==> src/rtl/smolproc_pkg.sv <==
// smolproc_pkg: shared smolproc types, fetch FSM states and pipeline constants.
//   pc_t / instr_t   : 8-bit program address and instruction byte
//   fetch_state_e    : fetch FSM states (RUN, HALT)
//   RESET_PC         : PC loaded on reset
//   NOP_WORD         : bubble instruction byte, also used by decode to spot bubbles
package smolproc_pkg;
    typedef logic [7:0] pc_t;
    typedef logic [7:0] instr_t;
    typedef enum logic {RUN = 1'b0, HALT = 1'b1} fetch_state_e;
    localparam pc_t    RESET_PC = 8'h00;
    localparam instr_t NOP_WORD = 8'h00;
endpackage

==> src/rtl/fetch_hold_buf.sv <==
// fetch_hold_buf: stall capture register and decode-side output mux.
//   clk_i, rst_ni     : clock, asynchronous active-low reset
//   load_i            : capture the live memory byte and its PC into the buffer
//   keep_i            : retain the current buffer contents (stall continues)
//   mem_data_i        : live instruction byte from memory
//   req_pc_i          : PC of the in-flight read
//   req_valid_i       : in-flight read is a real instruction
//   instr_o, pc_o     : instruction and PC presented to decode
//   valid_o           : presented instruction is real
//   hold_valid_o      : buffer currently owns the output
module fetch_hold_buf
    import smolproc_pkg::instr_t;
#(
    parameter int     PC_WIDTH = 8,
    parameter instr_t NOP_WORD = smolproc_pkg::NOP_WORD
) (
    input  logic                clk_i,
    input  logic                rst_ni,
    input  logic                load_i,
    input  logic                keep_i,
    input  logic [7:0]          mem_data_i,
    input  logic [PC_WIDTH-1:0] req_pc_i,
    input  logic                req_valid_i,
    output logic [7:0]          instr_o,
    output logic [PC_WIDTH-1:0] pc_o,
    output logic                valid_o,
    output logic                hold_valid_o
);
    logic                hold_valid_q, hold_valid_d;
    logic [7:0]          hold_data_q;
    logic [PC_WIDTH-1:0] hold_pc_q;

    // Anything other than an ongoing stall or a fresh capture drops the buffer.
    assign hold_valid_d = load_i | (keep_i & hold_valid_q);

    always_ff @(posedge clk_i or negedge rst_ni) begin
        if (!rst_ni) begin
            hold_valid_q <= 1'b0;
            hold_data_q  <= '0;
            hold_pc_q    <= '0;
        end else begin
            hold_valid_q <= hold_valid_d;
            if (load_i) begin
                hold_data_q <= mem_data_i;
                hold_pc_q   <= req_pc_i;
            end
        end
    end

    assign hold_valid_o = hold_valid_q;
    assign valid_o      = hold_valid_q | req_valid_i;
    assign instr_o      = hold_valid_q ? hold_data_q : (req_valid_i ? mem_data_i : NOP_WORD);
    assign pc_o         = hold_valid_q ? hold_pc_q : req_pc_i;
endmodule

==> src/rtl/fetch_stage.sv <==
// fetch_stage: smolproc instruction fetch with sequential PC, branch redirect, stall hold and halt.
//   sig_clk, sig_rst_n : clock, asynchronous active-low reset
//   IF_addr_pgm        : program read address (registered PC) to memory_stage
//   ID_EX_data_pgm     : instruction byte returned one cycle after its address
//   ID_data_instr      : instruction to decode (NOP_WORD when invalid)
//   ID_addr_pc         : PC of ID_data_instr
//   ID_sig_valid       : ID_data_instr is real
//   ID_sig_stall       : decode holds the current instruction
//   ID_sig_halt        : current valid instruction is a halt
//   EX_sig_branch      : taken branch from EX, redirect to EX_addr_target
//   sig_halted         : fetch frozen until reset
module fetch_stage
    import smolproc_pkg::fetch_state_e;
    import smolproc_pkg::RUN;
    import smolproc_pkg::HALT;
#(
    parameter int                PC_WIDTH = 8,
    parameter logic [PC_WIDTH-1:0] RESET_PC = smolproc_pkg::RESET_PC,
    parameter logic [7:0]        NOP_WORD = smolproc_pkg::NOP_WORD
) (
    input  logic                sig_clk,
    input  logic                sig_rst_n,
    output logic [PC_WIDTH-1:0] IF_addr_pgm,
    input  logic [7:0]          ID_EX_data_pgm,
    output logic [7:0]          ID_data_instr,
    output logic [PC_WIDTH-1:0] ID_addr_pc,
    output logic                ID_sig_valid,
    input  logic                ID_sig_stall,
    input  logic                ID_sig_halt,
    input  logic                EX_sig_branch,
    input  logic [PC_WIDTH-1:0] EX_addr_target,
    output logic                sig_halted
);
    fetch_state_e        state_q, state_d;
    logic [PC_WIDTH-1:0] pc_q, pc_d, req_pc_q, req_pc_d;
    logic                req_valid_q, req_valid_d;
    logic                hold_load, hold_keep, hold_valid;

    // Branch outranks halt (the halt is a younger, squashed instruction),
    // halt outranks stall, and stall/halt only count against a valid instruction.
    always_comb begin
        state_d     = state_q;
        pc_d        = pc_q;
        req_pc_d    = req_pc_q;
        req_valid_d = req_valid_q;
        hold_load   = 1'b0;
        hold_keep   = 1'b0;
        if (state_q == RUN) begin
            if (EX_sig_branch) begin
                pc_d        = EX_addr_target;
                req_valid_d = 1'b0;
            end else if (ID_sig_valid && ID_sig_halt) begin
                state_d     = HALT;
                req_valid_d = 1'b0;
            end else if (ID_sig_valid && ID_sig_stall) begin
                // pc stays one ahead, so memory already returns the next byte on release.
                hold_keep = 1'b1;
                hold_load = !hold_valid;
            end else begin
                pc_d        = pc_q + 1'b1;
                req_pc_d    = pc_q;
                req_valid_d = 1'b1;
            end
        end
    end

    always_ff @(posedge sig_clk or negedge sig_rst_n) begin
        if (!sig_rst_n) begin
            state_q     <= RUN;
            pc_q        <= RESET_PC;
            req_pc_q    <= '0;
            req_valid_q <= 1'b0;
        end else begin
            state_q     <= state_d;
            pc_q        <= pc_d;
            req_pc_q    <= req_pc_d;
            req_valid_q <= req_valid_d;
        end
    end

    fetch_hold_buf #(
        .PC_WIDTH (PC_WIDTH),
        .NOP_WORD (NOP_WORD)
    ) u_hold (
        .clk_i        (sig_clk),
        .rst_ni       (sig_rst_n),
        .load_i       (hold_load),
        .keep_i       (hold_keep),
        .mem_data_i   (ID_EX_data_pgm),
        .req_pc_i     (req_pc_q),
        .req_valid_i  (req_valid_q),
        .instr_o      (ID_data_instr),
        .pc_o         (ID_addr_pc),
        .valid_o      (ID_sig_valid),
        .hold_valid_o (hold_valid)
    );

    assign IF_addr_pgm = pc_q;
    assign sig_halted  = (state_q == HALT);
endmodule

==> config.mk <==
export PLATFORM = sky130hd
export DESIGN_NAME = fetch_stage
export DESIGN_NICKNAME = d
export VERILOG_FILES = /design/src/rtl/smolproc_pkg.sv /design/src/rtl/fetch_hold_buf.sv /design/src/rtl/fetch_stage.sv
export SDC_FILE = /design/constraint.sdc
export NUM_CORES = 1
export LEC_CHECK = 0
export CAP_MARGIN = 0
export CORE_ASPECT_RATIO = 0.9
export CORE_MARGIN = 10
export CORE_UTILIZATION = 30
export DETAILED_ROUTE_END_ITERATION = 6
export PLACE_DENSITY = 0.63
export SYNTH_ARGS = -nofsm -noshare
export SYNTH_HDL_FRONTEND = slang
export SYNTH_SLANG_ARGS = --single-unit
==> constraint.sdc <==
create_clock -name sig_clk -period 1.65 [get_ports sig_clk]
set_clock_uncertainty 0.05 [all_clocks]
set_input_delay 0.33 -clock sig_clk [delete_from_list [all_inputs] [get_ports sig_clk]]
set_output_delay 0.33 -clock sig_clk [all_outputs]
set_load 0.05 [all_outputs]
==> out/metrics.cfg, run 1 <==
[status]
status=complete, but fails checks
violations=setup timing

[critical_path]
worstPathRequired_ns=1.27
crit_path_cell_trace=buf_6, buf_8, a22o_4, buf_12
critical_path.top_delay_family=buffers and inverters
cp_max_fo=8
regToRegEndpoint=req_pc_q[6]
timing.critical_path.buf_inv=3
worst-path-stages=4
cp-end-kind=output port
timing.critical_path.slowest_cell_delay_ns=0.41
r2r_setup_slack_ns=-0.12
critPathKind=reg -> out
r2r_start=u_hold.hold_valid_o
crit_arrival_ns=1.40
startpoint_kind_of_the_worst_setup_timing_path=flip-flop
critical_path.endpoint=ID_data_instr[7]
slowest_stage=sky130_fd_sc_hd__dfrtp_1
reg2regPathDepth=7
crit_path_start=u_hold.hold_valid_o

[routing]
wl_per_cell_um=16.85
vias_cell=5.007
drt-initial-drc-count=66
detailed_route_wl_um=4903
postRouteAntennaNets=0
detail_route.drc_violations=0
vias_post_dr=1457
drt_pre_antenna_iters=4

[synthesis]
postSynthAreaPerCell_um2=12.09
synth.cell_area_um2=1778
synth-warning-count=0
synth.distinct_cells=37
synth-seq-area-share_pct=49.26
count_of_state_elements_after_synthesis=35
post_synth_inst_count=147
synthesis.nets=169

[place]
detailedPlace.worstSlack_ns=-0.2224
place.port_buffers=46
gp_congestion=0.8659
placed_wire_length_estimate_after_detailed_placement_um=3688

[floorplan]
floorplan.die_area_um2=9410
die_w_um=101.2
top_level_ports=47
initial_utilization_pct=31.05
num_rows=26
chipHeight_um=93.04
design.core.area_um2=5725

[global_routing]
grt_pass1_wl_um=8114
antenna_found_initial=0
number_of_global_route_vias_before_repair=1484
total_routing_usage_reported_by_global_routing_pct=10.74
overflow=0
grt_max_degree=21

[hold_path]
hold_path_class=in -> async

[layout]
n_fill_cell=477
antennaDiodeCount=0
final_util_pct=53.72
drive_gt1_share_pct=53.85
final_net_count=242
layout-area-overhead-vs-synth_pct=72.98

[sta]
unrepaired_setup_endpoints_after_global_routing=true
max_slew_margin_pct=72.64
worst_slack_setup_final_ns=-0.1310
finalHoldViolCount=0
final-max-slew-violation-count=0
clock.fmax_ghz=0.5615
holdWs_ns=0.4526
final.period_utilization_pct=107.9
report.final.setup_viol=40
finalWorstPathRequiredPeriod_ns=1.781
worst-slew-pin-transition_ns=0.4104
summed_negative_setup_slack_over_all_endpoints_ns=-2.656

[run]
timing.max_cap.violations=0

[clocking]
cts-htree-levels=2
cts_inserted_buffers=5
cts_tree=built
cts.sink_count=35
clk_latency_ns=0.29
clkSlewWorstSetupHoldPaths_ns=0.08
cts_max_path_buffers=2
clockRootBuffer=sky130_fd_sc_hd__clkbuf_8

[power_and_ir_drop]
leakage_nw=1.398
vdd_drop_max_mv=1.403
power_density_over_cell_area_nw_per_um2=1772

==> final cells by class <==
| type | count | area, µm² | area share [%] |
|---|---|---|---|
| multi-input cells | 102 | 1025 | 33.32 |
| repair buffers | 74 | 939.7 | 30.55 |
| flip-flops and latches | 35 | 879.6 | 28.60 |
| well taps | 70 | 87.58 | 2.848 |
| clock buffers | 5 | 68.82 | 2.238 |
| clock inverters | 3 | 67.56 | 2.197 |
| inverters | 2 | 7.507 | 0.2441 |
==> flip-flops by register name, indices dropped and copies added, names as in the netlist <==
| name | flops |
|---|---|
| req_pc_q | 8 |
| u_hold.hold_data_q | 8 |
| u_hold.hold_pc_q | 8 |
| u_hold.hold_valid_o | 1 |
| req_valid_q | 1 |
| IF_addr_pgm | 8 |
| sig_halted | 1 |
==> synth_stat cells <==
library cell / instances / area [µm²]
sky130_fd_sc_hd__mux2_2: 22 / 247.7
sky130_fd_sc_hd__mux2_4: 10 / 150.1
sky130_fd_sc_hd__dfrtp_1: 35 / 875.8
sky130_fd_sc_hd__inv_1: 2 / 7.510
sky130_fd_sc_hd__nor4_1: 1 / 6.260
sky130_fd_sc_hd__o22a_1: 2 / 17.52
sky130_fd_sc_hd__o31a_1: 1 / 8.760
sky130_fd_sc_hd__buf_6: 1 / 11.26
sky130_fd_sc_hd__nand4_2: 1 / 12.51
sky130_fd_sc_hd__a22o_1: 7 / 61.31
sky130_fd_sc_hd__buf_2: 1 / 5.000
sky130_fd_sc_hd__o22ai_1: 2 / 12.51
sky130_fd_sc_hd__mux2i_1: 1 / 10.01
sky130_fd_sc_hd__and2b_1: 1 / 7.510
sky130_fd_sc_hd__nand2_1: 8 / 30.03
sky130_fd_sc_hd__a41oi_1: 1 / 8.760
sky130_fd_sc_hd__o221ai_1: 2 / 17.52
sky130_fd_sc_hd__a31o_2: 1 / 8.760
sky130_fd_sc_hd__or2_2: 1 / 6.260
sky130_fd_sc_hd__o32ai_1: 1 / 8.760
sky130_fd_sc_hd__clkbuf_1: 5 / 18.77
sky130_fd_sc_hd__o22ai_2: 1 / 12.51
sky130_fd_sc_hd__a31oi_1: 2 / 12.51
sky130_fd_sc_hd__buf_4: 1 / 7.510
sky130_fd_sc_hd__o21ai_0: 6 / 30.03
sky130_fd_sc_hd__nor2b_1: 1 / 6.260
sky130_fd_sc_hd__nand4_4: 1 / 21.27
sky130_fd_sc_hd__or3_1: 3 / 18.77
sky130_fd_sc_hd__and4_1: 1 / 8.760
sky130_fd_sc_hd__nor2_1: 8 / 30.03
sky130_fd_sc_hd__nand3b_1: 1 / 7.510
sky130_fd_sc_hd__nand3_1: 4 / 20.02
sky130_fd_sc_hd__ha_1: 1 / 12.51
sky130_fd_sc_hd__and3_1: 1 / 6.260
sky130_fd_sc_hd__a21oi_1: 6 / 30.03
sky130_fd_sc_hd__nor3_1: 3 / 15.01
sky130_fd_sc_hd__nand4_1: 1 / 6.260
==> worst min-delay path by stage <==
stage	start	end	slack, ns	depth (start not counted)
6_report	sig_rst_n	req_pc_q[4]	0.45	2
5_1_grt	sig_rst_n	u_hold.hold_pc_q[0]	0.49	2
4_1_cts	u_hold.hold_pc_q[0]	u_hold.hold_pc_q[0]	0.46	1
3_5_place_dp	sig_rst_n	u_hold.hold_pc_q[0]	0.23	1
3_3_place_gp	sig_rst_n	u_hold.hold_pc_q[0]	0.23	1
2_1_floorplan	sig_rst_n	IF_addr_pgm[0]	-0.02	0
==> report_power, final <==
| group | switching, mW | total (mW) | internal (mW) | leakage [nW] |
|---|---|---|---|---|
| clock network | 0.319 | 0.922 | 0.603 | 0.0644 |
| registers | 0.312 | 1.52 | 1.20 | 0.431 |
| logic | 1.49 | 3.01 | 1.53 | 0.903 |
==> worst reg2reg max path, delay by kind of cell (launching register included) <==
kind	cells	cell delay [ns]
muxes	1	0.29
AOI/OAI and AO/OA	1	0.24
buffers and inverters	4	0.56
and+or+nand+nor	1	0.10
DFF	1	0.41
==> layout by cell type, fill, tap and decap left out, types with 3 or more instances in the layout <==
| cell | instances |
|---|---|
| sky130_fd_sc_hd__a22o_4 | 7 |
| sky130_fd_sc_hd__dfrtp_1 | 32 |
| sky130_fd_sc_hd__buf_4 | 16 |
| sky130_fd_sc_hd__clkbuf_8 | 5 |
| sky130_fd_sc_hd__nor2_1 | 8 |
| sky130_fd_sc_hd__dfrtp_2 | 3 |
| sky130_fd_sc_hd__clkdlybuf4s50_1 | 19 |
| sky130_fd_sc_hd__mux2_4 | 18 |
| sky130_fd_sc_hd__mux2_2 | 14 |
| sky130_fd_sc_hd__nand3_1 | 4 |
| sky130_fd_sc_hd__o21ai_0 | 4 |
| sky130_fd_sc_hd__buf_6 | 11 |
| sky130_fd_sc_hd__nand2_1 | 6 |
| sky130_fd_sc_hd__buf_12 | 20 |
| sky130_fd_sc_hd__a21oi_1 | 6 |
| sky130_fd_sc_hd__buf_8 | 6 |
==> per-stage QoR <==
stage / power [mW] / instances / instance area (µm²)
5_1_grt: 5.741 / 291 / 3075
3_3_place_gp: 4.104 / 277 / 2644
4_1_cts: 5.266 / 289 / 2905
2_1_floorplan: 2.980 / 147 / 1794
3_5_place_dp: 4.134 / 277 / 2644
6_report: 5.450 / 291 / 3075
==> layer usage <==
layer	track usage [%]	vias to the layer above	wire [µm]
met5	0	-	0
met4	2.784	0	44
met3	3.974	5	321
met2	16.54	33	2473
met1	13.81	719	2063
li1	-	700	-
==> cell families (layout without fill, tap and decap cells) <==
| kind of cell | after synthesis | after routing | share of synthesized area [%] |
|---|---|---|---|
| buffers and inverters | 10 | 84 | 2.815 |
| AND/OR/NAND/NOR | 36 | 36 | 11.40 |
| multiplexers | 33 | 33 | 22.94 |
| flip-flops | 35 | 35 | 49.26 |
| adder cells (fa/ha/maj) | 1 | 1 | 0.7036 |
| AO/OA/AOI/OAI | 32 | 32 | 12.88 |
==> what timing repair did <==
action                                  CTS  global route
pin swaps                                 0             9
endpoints found under the setup margin   16            42
buffers inserted                          3             2
resized for setup                        20            35
hold buffers                              1             0
hold endpoints to repair                 15             0
Power figures use the tool's default switching activity.
==> inputs of run 2 (changes only) <==
CORE_MARGIN = not set   (was 10)
==> run 2 against run 1 <==
Compared with the run above:
- the flow still finishes with violations (setup timing)
- setup slack gained 0.0098 ns
- first-iteration DRC count shrank 3.0%
- sequential power is essentially flat
- routed wire length shrank 15%
- critical path type unchanged
- largest cell class unchanged
- highest routed layer unchanged
==> out/metrics.cfg, run 2 (same netlist as run 1, synthesis figures left out) <==
[status]
status=complete, but fails checks
violations=setup timing

[critical_path]
cp_max_fo=6  ; -2
startpoint_kind_of_the_worst_setup_timing_path=flip-flop
cp-end-kind=output port
r2r_start=u_hold.hold_valid_o
worstPathRequired_ns=1.27  ; about the same
r2r_setup_slack_ns=0.11  ; +0.23 ns
crit_arrival_ns=1.39  ; about the same
critPathKind=reg -> out
regToRegEndpoint=u_hold.hold_pc_q[1]
reg2regPathDepth=5  ; -2

[sta]
max_slew_margin_pct=71.37  ; -1.3 points
clock.fmax_ghz=0.5646  ; +0.55%
report.final.setup_viol=15  ; -63%
finalHoldViolCount=0  ; unchanged
worst-slew-pin-transition_ns=0.4295  ; +0.01913 ns
final-max-slew-violation-count=0  ; unchanged
final.period_utilization_pct=107.3  ; -0.59 points
summed_negative_setup_slack_over_all_endpoints_ns=-1.575  ; +1.081 ns
worst_slack_setup_final_ns=-0.1212  ; +0.009767 ns
unrepaired_setup_endpoints_after_global_routing=true
finalWorstPathRequiredPeriod_ns=1.771  ; -0.009767 ns

[routing]
drt_pre_antenna_iters=4  ; unchanged
met2WireLength_um=1858  ; -25%
vias_post_dr=1430  ; -1.9%
drt-initial-drc-count=64  ; -3.0%
detailroute.wirelength.met3_um=183  ; -43%
detailed_route_wl_um=4152  ; -15%
route.layer.met1.wl_um=2076  ; +0.63%
highest-signal-layer=met4
wl_per_cell_um=14.42  ; -14%
detail_route.drc_violations=0  ; unchanged
vias_cell=4.965  ; -0.83%
postRouteAntennaNets=0  ; unchanged

[global_routing]
total_routing_usage_reported_by_global_routing_pct=13.81  ; +3.1 points
grt_pass1_wl_um=6617  ; -18%
overflow=0  ; unchanged
grt_max_degree=20  ; -4.8%
number_of_global_route_vias_before_repair=1357  ; -8.6%
antenna_found_initial=0  ; unchanged

[layout]
layout.area.seq_um2=878.3  ; -0.14%
layout.cells.most_common=sky130_fd_sc_hd__dfrtp_1
multi_input_gate_area_um2=937.1  ; -8.5%
layout-area-overhead-vs-synth_pct=60.59
layout.cell_area.non_filler_um2=2855  ; -7.2%
n_fill_cell=472  ; -1.0%
mostFrequentLayoutCells=sky130_fd_sc_hd__dfrtp_1 (33), sky130_fd_sc_hd__buf_4 (29), sky130_fd_sc_hd__mux2_2 (22), sky130_fd_sc_hd__buf_12 (21), sky130_fd_sc_hd__clkdlybuf4s50_1 (18)
drive_gt1_share_pct=49.08  ; -4.8 points
final_net_count=240  ; -0.83%
antennaDiodeCount=0  ; unchanged

[place]
gp_congestion=0.8793  ; +1.5%
dpl_cell_area_um2=2679  ; +1.3%
placed_wire_length_estimate_after_detailed_placement_um=3155  ; -14%
detailedPlace.worstSlack_ns=-0.2294  ; -0.006977 ns
place.port_buffers=46  ; unchanged

[clocking]
cts-htree-levels=2  ; unchanged
clockRootBuffer=sky130_fd_sc_hd__clkbuf_8
cts.sink_count=35  ; unchanged
clkSlewWorstSetupHoldPaths_ns=0.06  ; -0.02 ns
cts_inserted_buffers=5  ; unchanged
clk_latency_ns=0.28  ; about the same
cts_max_path_buffers=2  ; unchanged
cts_tree=built

[hold_path]
hold_path_class=in -> reg
hold_path.startpoint=ID_sig_stall
hold_path_depth=2
worstHoldEndpoint=u_hold.hold_valid_o

[power_and_ir_drop]
power_density_over_cell_area_nw_per_um2=1687  ; -4.8%
vdd_drop_max_mv=0.9815  ; -30%
total_power_mw=4.817  ; -12%
leakage_nw=1.314  ; -6.0%

[floorplan]
design.core.area_um2=5693  ; -0.57%
floorplan.die_area_um2=6239  ; -34%
chipHeight_um=75.04  ; -19%
num_rows=26  ; unchanged
initial_utilization_pct=31.23  ; +0.18 points
die_w_um=83.15  ; -18%
top_level_ports=47  ; unchanged

[run]
timing.max_cap.violations=0  ; unchanged

-- run 2: final cells by class --
type / instances / share of cell area, %
clock buffer: 6 / 2.892
clock inverter: 1 / 0.1753
timing repair buffer: 72 / 30.02
inverter: 2 / 0.2629
multi-input combinational: 102 / 32.82
sequential: 35 / 30.76
tap: 70 / 3.067
-- run 2: per-stage QoR --
step	util, %	cells	hold slack [ns]
floorplan	-	147	-0.01559
global placement	47.05	280	0.2396
detailed placement	47.05	280	0.2423
CTS	49.80	288	0.4583
global route	50.15	288	0.4576
finish	50.15	288	0.4532
-- run 2: how the worst max path moves through the flow --
stage,startpoint,endpoint,slack [ns],cells past startpoint
detailed placement,ID_sig_stall,IF_addr_pgm[6],-0.23,5
global placement,ID_sig_halt,u_hold.hold_pc_q[0],-0.20,5
floorplan,u_hold.hold_valid_o,ID_addr_pc[6],0.04,3
CTS,u_hold.hold_valid_o,ID_data_instr[3],-0.15,4
finish,u_hold.hold_valid_o,ID_addr_pc[3],-0.12,3
global route,u_hold.hold_valid_o,ID_data_instr[3],-0.19,4
-- run 2: repair_timing --
| action | 4_1_cts | 5_1_grt |
|---|---|---|
| buffers inserted | 0 | 0 |
| gates resized for setup | 9 | 4 |
| hold endpoints to repair | 16 | 0 |
| hold buffers | 1 | 0 |
| endpoints found under the setup margin | 16 | 18 |
| pin swaps | 0 | 1 |
-- run 2: critical path, stage by stage, from the launching register on --
cell	delay, ns
sky130_fd_sc_hd__dfrtp_1	0.38
sky130_fd_sc_hd__buf_4	0.18
sky130_fd_sc_hd__mux2_2	0.36
sky130_fd_sc_hd__buf_4	0.19
-- run 2: report_power, final --
group          total [mW]  switching, mW  internal [mW]
Combinational        2.70           1.37           1.33
Clock               0.615          0.288          0.327
Sequential           1.51          0.306           1.20
-- run 2: metal layers --
metal,GRT usage (%),vias up
met1,18.14,699
met4,5.556,0
met5,0,-
li1,-,692
met3,3.618,4
met2,22.13,35
==> inputs of run 3 (changes only) <==
GPL_TIMING_DRIVEN = 0   (was not set)
==> run 3 against run 2 <==
Compared with the run above:
- the flow still finishes with violations (setup timing)
- cell count is 1.4% lower
- worst hold slack worse by 0.39 ns
- routed wire length grew 7.4%
- critical path type unchanged
- critical endpoint is now ID_addr_pc[6]
- largest power group unchanged
==> out/metrics.cfg, run 3 (same netlist as run 1, synthesis figures left out) <==
[global_routing]
grt_max_degree=36  ; +80%
overflow=0  ; unchanged
antenna_found_initial=0  ; unchanged
grt_pass1_wl_um=6872  ; +3.9%
total_routing_usage_reported_by_global_routing_pct=14.23  ; +0.43 points
number_of_global_route_vias_before_repair=1340  ; -1.3%

[critical_path]
slowest_stage=sky130_fd_sc_hd__dfrtp_1
startpoint_kind_of_the_worst_setup_timing_path=flip-flop
timing.critical_path.slowest_cell_delay_ns=0.42  ; +0.04 ns
crit_path_cell_trace=buf_6, clkbuf_16, mux2_4, buf_8
critPathKind=reg -> out
crit_arrival_ns=1.44  ; +0.05 ns
timing.critical_path.buf_inv=3  ; +1
worstPathRequired_ns=1.27  ; about the same
cp_max_fo=5  ; -1
critical_path.top_delay_family=buffers and inverters
cp-end-kind=output port

[floorplan]
num_rows=26  ; unchanged
top_level_ports=47  ; unchanged
design.core.area_um2=5693  ; unchanged
floorplan.die_area_um2=6239  ; unchanged
die_w_um=83.15  ; unchanged
chipHeight_um=75.04  ; unchanged
initial_utilization_pct=31.23  ; unchanged

[layout]
layout.cell_area.non_filler_um2=2758  ; -3.4%
drive_gt1_share_pct=49.07  ; about the same
mostFrequentLayoutCells=sky130_fd_sc_hd__dfrtp_1 (33), sky130_fd_sc_hd__mux2_4 (18), sky130_fd_sc_hd__clkdlybuf4s50_1 (17), sky130_fd_sc_hd__mux2_2 (14), sky130_fd_sc_hd__buf_6 (12)
instances_no_fill=284  ; -1.4%
layout-area-overhead-vs-synth_pct=55.10
layout.cells.most_common=sky130_fd_sc_hd__dfrtp_1
final_net_count=235  ; -2.1%
antennaDiodeCount=0  ; unchanged

[place]
number_of_placed_instances_taps_included=263  ; -6.1%
place.port_buffers=46  ; unchanged
gp_congestion=0.8402  ; -4.4%
placed_wire_length_estimate_after_detailed_placement_um=2951  ; -6.5%
dpl_cell_area_um2=2337  ; -13%

[sta]
unrepaired_setup_endpoints_after_global_routing=true
finalHoldViolCount=0  ; unchanged
final-max-slew-violation-count=0  ; unchanged
clock.fmax_ghz=0.5480  ; -2.9%
worst-slew-pin-transition_ns=0.7886  ; +0.3591 ns
max_slew_margin_pct=47.42  ; -24 points
final.period_utilization_pct=110.6  ; +3.3 points
finalWorstPathRequiredPeriod_ns=1.825  ; +0.05373 ns
report.final.setup_viol=30  ; +15
worst_slack_setup_final_ns=-0.1750  ; -0.05373 ns

[clocking]
cts_inserted_buffers=5  ; unchanged
cts_max_path_buffers=2  ; unchanged
clkSlewWorstSetupHoldPaths_ns=0.08  ; +0.02 ns
cts_tree=built
clk_latency_ns=0.29  ; about the same
post_cts_hold_buffer_count=0  ; -1
clockRootBuffer=sky130_fd_sc_hd__clkbuf_8
cts.sink_count=35  ; unchanged
cts-htree-levels=2  ; unchanged

[power_and_ir_drop]
power_density_over_cell_area_nw_per_um2=1715  ; +1.6%
vdd_drop_max_mv=0.9801  ; -0.14%
leakage_nw=1.261  ; -4.1%

[routing]
vias_post_dr=1441  ; +0.77%
wl_per_cell_um=15.70  ; +8.9%
detailed_route_wl_um=4458  ; +7.4%
postRouteAntennaNets=0  ; unchanged
vias_cell=5.074  ; +2.2%
drt-initial-drc-count=70  ; +9.4%
drt_pre_antenna_iters=4  ; unchanged
detail_route.drc_violations=0  ; unchanged

[status]
status=complete, but fails checks
violations=setup timing

[run]
timing.max_cap.violations=0  ; unchanged

[hold_path]
hold_path_class=in -> async

[run 3: changes by cell type in the layout (fill, tap and decap cells not counted), moves of 5 or more]
| cell | previous run | this run |
|---|---|---|
| sky130_fd_sc_hd__buf_8 | 0 | 11 |
| sky130_fd_sc_hd__clkdlybuf4s15_2 | 0 | 5 |
| sky130_fd_sc_hd__buf_4 | 29 | 9 |
| sky130_fd_sc_hd__a22o_2 | 0 | 6 |
| sky130_fd_sc_hd__buf_6 | 1 | 12 |
| sky130_fd_sc_hd__mux2_2 | 22 | 14 |
| sky130_fd_sc_hd__a22o_4 | 7 | 1 |
| sky130_fd_sc_hd__buf_12 | 21 | 1 |
| sky130_fd_sc_hd__mux2_4 | 10 | 18 |
[run 3: per-stage QoR]
step	worst slack (ns)	hold slack [ns]	utilization [%]	TNS, ns	power, mW
final	-0.1750	0.06665	48.44	-2.588	4.729
after global routing	-0.2246	0.1328	48.44	-5.189	4.962
after CTS	-0.2414	0.1050	45.60	-2.230	4.533
after detailed placement	-0.7444	0.4173	41.05	-20.94	3.679
after global placement	-0.7780	0.4328	41.14	-43.06	3.639
after floorplan	0.03510	-0.01559	-	0	2.980
[run 3: worst paths after layout]
kind / from / end / slack [ns] / cells after the start
worst min register to register: u_hold.hold_pc_q[7] / u_hold.hold_pc_q[7] / 0.46 / 1
max in group asynchronous: sig_rst_n / IF_addr_pgm[1] / 0.94 / 1
worst max-delay path: u_hold.hold_valid_o / ID_addr_pc[6] / -0.17 / 4
min in group sig_clk: ID_sig_stall / u_hold.hold_valid_o / 0.45 / 2
worst max register to register: u_hold.hold_valid_o / u_hold.hold_pc_q[5] / -0.05 / 6
worst min-delay path: sig_rst_n / IF_addr_pgm[2] / 0.07 / 1
[run 3: per-layer routing]
metal / track usage, % / up-vias / routed length, µm
met5: 0 / - / 0
met4: 3.448 / 0 / 56
met3: 4.496 / 7 / 258
met2: 22.77 / 44 / 2131
met1: 19.09 / 709 / 2012
li1: - / 681 / -
[run 3: power by group]
part	switching (mW)	internal [mW]
clock network	0.310	0.381
registers	0.296	1.20
logic	1.36	1.18
[run 3: layout make-up]
class / count / area [µm²]
plain buffers: 7 / 83.83
clock buffers: 8 / 100.1
fillers: 496 / 2935
inverters: 2 / 7.507
multi-input cells: 102 / 952.2
flip-flops and latches: 35 / 878.3
well taps: 70 / 87.58
repair buffers: 60 / 648.1
[run 3: worst register-to-register path, cell delays in order (launching register included)]
cell and delay, ns:
sky130_fd_sc_hd__dfrtp_1 0.42, sky130_fd_sc_hd__and2b_1 0.22, sky130_fd_sc_hd__buf_6 0.14, sky130_fd_sc_hd__buf_6 0.11, sky130_fd_sc_hd__nand4_4 0.15, sky130_fd_sc_hd__clkbuf_16 0.23, sky130_fd_sc_hd__mux2_4 0.29
[run 3: repair_timing]
action	4_1_cts	5_1_grt
buffers inserted	5	7
resized for setup	163	31
gates cloned	1	2
pin swaps	3	2
endpoints found under the hold margin	0	0
setup endpoints to repair	48	43
